--- config.mk ---
export PLATFORM = sky130hd
export DESIGN_NAME = gpio_bank_pio
export DESIGN_NICKNAME = d
export VERILOG_FILES = /design/src/rtl/gpio_bank_pio.sv
export SDC_FILE = /design/constraint.sdc
export NUM_CORES = 1
export LEC_CHECK = 0
export CAP_MARGIN = 20
export CELL_PAD_IN_SITES_DETAIL_PLACEMENT = 1
export CELL_PAD_IN_SITES_GLOBAL_PLACEMENT = 1
export CORE_MARGIN = 2
export CORE_UTILIZATION = 45
export CTS_CLUSTER_DIAMETER = 40
export DETAILED_ROUTE_END_ITERATION = 10
export PLACE_DENSITY_LB_ADDON = 0.1
export SLEW_MARGIN = 20
export SYNTH_ARGS = -nofsm -noshare
export SYNTH_HDL_FRONTEND = slang
export SYNTH_SLANG_ARGS = --single-unit
--- constraint.sdc ---
create_clock -name clk -period 4.9 [get_ports clk]
set_input_delay 0.98 -clock clk [delete_from_list [all_inputs] [get_ports clk]]
set_output_delay 0.98 -clock clk [all_outputs]
set_load 0.1 [all_outputs]
--- src/rtl/gpio_bank_pio.sv ---
// GPIO bank with synchronized and debounced inputs, set/clear outputs and edge-capture interrupt.
// Memory-mapped register slave with a fixed read latency of one cycle.
module gpio_bank_pio #(
    parameter int unsigned          IN_WIDTH        = 6,
    parameter int unsigned          OUT_WIDTH       = 32,
    parameter int unsigned          DEBOUNCE_CYCLES = 50000,
    parameter logic [OUT_WIDTH-1:0] OUT_RESET       = '0
) (
    input  logic                 clk,
    input  logic                 reset,
    input  logic [2:0]           avs_address,
    input  logic                 avs_write,
    input  logic [31:0]          avs_writedata,
    input  logic                 avs_read,
    output logic [31:0]          avs_readdata,
    input  logic [IN_WIDTH-1:0]  gpio_in,
    output logic [OUT_WIDTH-1:0] gpio_out,
    output logic                 irq
);

    localparam int unsigned      CNT_W   = (DEBOUNCE_CYCLES > 1) ? $clog2(DEBOUNCE_CYCLES) : 1;
    localparam logic [CNT_W-1:0] CNT_MAX = CNT_W'(DEBOUNCE_CYCLES - 1);

    localparam logic [2:0] ADDR_DATA_IN  = 3'd0;
    localparam logic [2:0] ADDR_DATA_OUT = 3'd1;
    localparam logic [2:0] ADDR_OUT_SET  = 3'd2;
    localparam logic [2:0] ADDR_OUT_CLR  = 3'd3;
    localparam logic [2:0] ADDR_IRQ_MASK = 3'd4;
    localparam logic [2:0] ADDR_EDGE_CAP = 3'd5;
    localparam logic [2:0] ADDR_RISE_EN  = 3'd6;
    localparam logic [2:0] ADDR_FALL_EN  = 3'd7;

    logic [IN_WIDTH-1:0]  sync1_q, sync1_d;
    logic [IN_WIDTH-1:0]  sync2_q, sync2_d;
    logic [IN_WIDTH-1:0]  db_q, db_d;
    logic [CNT_W-1:0]     cnt_q [IN_WIDTH];
    logic [CNT_W-1:0]     cnt_d [IN_WIDTH];
    logic [OUT_WIDTH-1:0] data_out_q, data_out_d;
    logic [IN_WIDTH-1:0]  irq_mask_q, irq_mask_d;
    logic [IN_WIDTH-1:0]  edge_cap_q, edge_cap_d;
    logic [IN_WIDTH-1:0]  rise_en_q, rise_en_d;
    logic [IN_WIDTH-1:0]  fall_en_q, fall_en_d;
    logic [31:0]          readdata_q, readdata_d;
    logic                 irq_q, irq_d;

    logic [IN_WIDTH-1:0]  wr_in;
    logic [OUT_WIDTH-1:0] wr_out;
    logic [IN_WIDTH-1:0]  w1c;
    logic [IN_WIDTH-1:0]  capture;
    logic                 unused_wdata;

    assign wr_in        = avs_writedata[IN_WIDTH-1:0];
    assign wr_out       = avs_writedata[OUT_WIDTH-1:0];
    assign unused_wdata = ^avs_writedata;

    always_comb begin
        sync1_d    = gpio_in;
        sync2_d    = sync1_q;
        db_d       = db_q;
        cnt_d      = cnt_q;
        data_out_d = data_out_q;
        irq_mask_d = irq_mask_q;
        rise_en_d  = rise_en_q;
        fall_en_d  = fall_en_q;
        readdata_d = readdata_q;
        w1c        = '0;

        // Counter runs only while the synced bit disagrees with the debounced bit.
        for (int i = 0; i < int'(IN_WIDTH); i++) begin
            if (sync2_q[i] == db_q[i]) begin
                cnt_d[i] = '0;
            end else if (cnt_q[i] == CNT_MAX) begin
                db_d[i]  = sync2_q[i];
                cnt_d[i] = '0;
            end else begin
                cnt_d[i] = cnt_q[i] + CNT_W'(1);
            end
        end

        if (avs_write) begin
            case (avs_address)
                ADDR_DATA_OUT: data_out_d = wr_out;
                ADDR_OUT_SET:  data_out_d = data_out_q | wr_out;
                ADDR_OUT_CLR:  data_out_d = data_out_q & ~wr_out;
                ADDR_IRQ_MASK: irq_mask_d = wr_in;
                ADDR_EDGE_CAP: w1c        = wr_in;
                ADDR_RISE_EN:  rise_en_d  = wr_in;
                ADDR_FALL_EN:  fall_en_d  = wr_in;
                default:       ;
            endcase
        end

        // A fresh capture overrides a same-cycle clear of the same bit.
        capture    = (db_d & ~db_q & rise_en_q) | (~db_d & db_q & fall_en_q);
        edge_cap_d = (edge_cap_q & ~w1c) | capture;
        irq_d      = |(edge_cap_q & irq_mask_q);

        if (avs_read) begin
            case (avs_address)
                ADDR_DATA_IN:  readdata_d = 32'(db_q);
                ADDR_DATA_OUT: readdata_d = 32'(data_out_q);
                ADDR_IRQ_MASK: readdata_d = 32'(irq_mask_q);
                ADDR_EDGE_CAP: readdata_d = 32'(edge_cap_q);
                ADDR_RISE_EN:  readdata_d = 32'(rise_en_q);
                ADDR_FALL_EN:  readdata_d = 32'(fall_en_q);
                default:       readdata_d = '0;
            endcase
        end
    end

    always_ff @(posedge clk) begin
        if (reset) begin
            sync1_q    <= '0;
            sync2_q    <= '0;
            db_q       <= '0;
            cnt_q      <= '{default: '0};
            data_out_q <= OUT_RESET;
            irq_mask_q <= '0;
            edge_cap_q <= '0;
            rise_en_q  <= '0;
            fall_en_q  <= '0;
            readdata_q <= '0;
            irq_q      <= 1'b0;
        end else begin
            sync1_q    <= sync1_d;
            sync2_q    <= sync2_d;
            db_q       <= db_d;
            cnt_q      <= cnt_d;
            data_out_q <= data_out_d;
            irq_mask_q <= irq_mask_d;
            edge_cap_q <= edge_cap_d;
            rise_en_q  <= rise_en_d;
            fall_en_q  <= fall_en_d;
            readdata_q <= readdata_d;
            irq_q      <= irq_d;
        end
    end

    assign avs_readdata = readdata_q;
    assign gpio_out     = data_out_q;
    assign irq          = irq_q;

endmodule

==> results.cfg <==
[critical_path]
start_kind = register
r2r-end = cnt_q[69]$_SDFF_PP0_
reg2reg_depth = 5
cpMaxStageDelayCell = clkdlybuf4s50_1
ff2ff_setup_slack_ns = 2.63
crit_fanout = 3
timing_worst_setup_path_type = register to output pin
cp_cell_sequence = clkdlybuf4s50_1
critPathBufInv = 1
max_stage_delay_ns = 1.17
r2r-start = cnt_q[64]$_SDFF_PP0_
endpoint_kind = output pin
critical_path.top_delay_family = buffers and inverters
required_ns = 3.92
worstPathArrival_ns = 2.08

[floorplan]
initial_core_util_pct = 45.47
die_y_um = 143.8
core_sq_mm = 0.01933
fp.dieW_um = 143.8
rows = 51
io-pin-count = 110
dieArea_sq_mm = 0.02067

[sta]
setup_viol = 0
rsz0062_at_grt = false
finalCriticalPeriod_ns = 3.057
slew_violations = 0
slew_headroom_pct = 30.76
setup_ws_ns = 1.843
tns_ns = 0
skew_ns = 0.01108
worst_slew_pin_slew_ns = 1.035
max_freq_mhz = 327.1
hold_viol = 0
finalCritPeriodShare_pct = 62.39

[global_routing]
antenna_found_initial = 0
grt_pass1_wl_mm = 39.47
grt_max_degree = 60
grt_usage_pct = 23.61
gr-max-usage-layer = met2
overflow = 0
use_met1_pct = 29.18
grt_use_met2_pct = 40.15
grt_pass1_vias = 7813
met3_usage_pct = 6.265

[run]
maxCapViolations = 0

[clock_network]
cts_hold_buf = 0
cts_buffer_depth = 3
tritoncts = built
cts_root_buffer = clkbuf_16
clock_sinks = 203
cts_max_level = 2
postCtsSetupRepairBufs = 0
ctsResizeCount = 0
insertion_delay_ns = 0.50
cts.clk_slew.worst_paths_ns = 0.05
cts_made_buffers = 36

[detailed_routing]
firstDrtPassIters = 5
post_drt_wl_per_cell_um = 17.58
vias_per_cell = 5.487
drcViolationCount = 0
final_antenna_net_count = 0
routed_wl_mm = 24.40
drtIter0Drc = 274
via_count = 7616

[yosys]
ys_ff_latch = 203
synth.net_count = 1045
async_flop_share_pct = 0
seq_area_frac_synth_pct = 46.22
yosys_warnings = 0
avgSynthCellArea_sq_um = 8.845
yosys.area.top_type_share_pct = 46.22
synthCells = 994
synth_ff_type = dfxtp_1
yosys-top-cells-area = dfxtp_1, nor2_1, xnor2_1, mux2i_1, a311oi_1
synth.most_common_cell = dfxtp_1
yosysUniqueCellTypes = 56
synth_top_area_cell = dfxtp_1
synth_edf_count = 0
syn_area_sq_mm = 0.008792
synth_common_cells = dfxtp_1, nor2_1, xnor2_1, inv_1, clkbuf_1

[cells_and_area]
drive_above_1_share_pct = 7.925
n_antenna_cell = 0
area_delta_synth_final_pct = 28.58
final_net_count = 1147
final_util_pct = 58.47
fill_cells = 2205

[pwr]
vdd_drop_max_mv = 0.2819
power_density_mw_per_mm2 = 403.8
leakage_nw = 3.780

[hold_path]
worstHoldEndpoint = sync2_q[4]$_SDFF_PP0_
holdCritPathClass = register to register
hold_start = sync1_q[4]$_SDFF_PP0_
min_path_cells = 1

[run_status]
outcome = finished, final reports clean

[place]
gp_congestion = 0.7969
place_ws_ns = 1.561
hpwl_mm = 15.55
numPortBuffers = 109
[through the flow]
stage | hold slack [ns] | cell area [sq um] | total power (W) | cells
after CTS | 0.4432 | 11300 | 0.004620 | 1388
after detailed placement | 0.4300 | 10050 | 0.002027 | 1323
after global placement | 0.4196 | 10050 | 0.002024 | 1323
after floorplan | 0.4138 | 8792 | 0.001922 | 994
final | 0.4421 | 11300 | 0.004565 | 1388
after global routing | 0.4653 | 11300 | 0.004716 | 1388
[how the worst max path moves through the flow]
stage | start | to | slack [ns] | depth (start not counted)
after detailed placement | avs_address[2] | gpio_out[18]$_SDFFE_PP0P_ | 1.56 | 7
final | gpio_out[26]$_SDFFE_PP0P_ | gpio_out[26] | 1.84 | 1
after CTS | gpio_out[26]$_SDFFE_PP0P_ | gpio_out[26] | 1.81 | 1
after global placement | avs_address[2] | gpio_out[0]$_SDFFE_PP0P_ | 1.65 | 7
after global routing | gpio_out[26]$_SDFFE_PP0P_ | gpio_out[26] | 1.79 | 1
after floorplan | avs_address[2] | fall_en_q[5]$_SDFFE_PP0P_ | 2.56 | 6
[cells in the final DEF (no fill, tap or decap), drive strengths merged, types with 12 or more instances in the layout]
cell type	count
nor4	28
a31oi	36
a311oi	32
nor2	195
buf	12
nand4	29
dfxtp	203
inv	66
nand3b	12
clkdlybuf4s50	108
a22oi	33
nor2b	14
xnor2	67
mux2i	32
nand3	33
xor2	18
nand2	40
clkbuf	43
nor3	24
[routing by layer]
layer,wire length [um],vias to the layer above
li1,-,3707
met3,1317,54
met5,0,-
met1,10800,3709
met2,11700,146
met4,578,0
[where the power goes]
group | total, W | internal [W] | switching, W
clock network | 0.00257 | 0.00167 | 0.000894
registers | 0.00170 | 0.00168 | 0.0000205
logic | 0.000299 | 0.0000920 | 0.000207
[state kept, by name, indices dropped and copies added (netlist names)]
name and count:
sync1_q 6, edge_cap_q 6, avs_readdata 32, gpio_out 32, sync2_q 6, irq 1
fall_en_q 6, cnt_q 96, rise_en_q 6, irq_mask_q 6, db_q 6
[cell families after synthesis]
kind of cell | after synthesis | share of synthesized area [%]
compound gates | 132 | 11.00
xor+xnor | 85 | 8.467
fa+ha+maj | 6 | 0.8538
buf+inv | 114 | 5.465
flops | 203 | 46.22
mux | 34 | 4.027
simple gates | 420 | 23.96
[final cells by class]
cell class	instances	area (sq um)	share of cell area (%)
timing repair buffer	120	1171	10.36
clock inverter	22	266.5	2.358
clock buffer	43	988.4	8.744
tap	265	331.6	2.933
sequential	203	4064	35.95
multi-input combinational	677	4265	37.73
inverter	58	217.7	1.926
(Power assumes the default switching activity.)
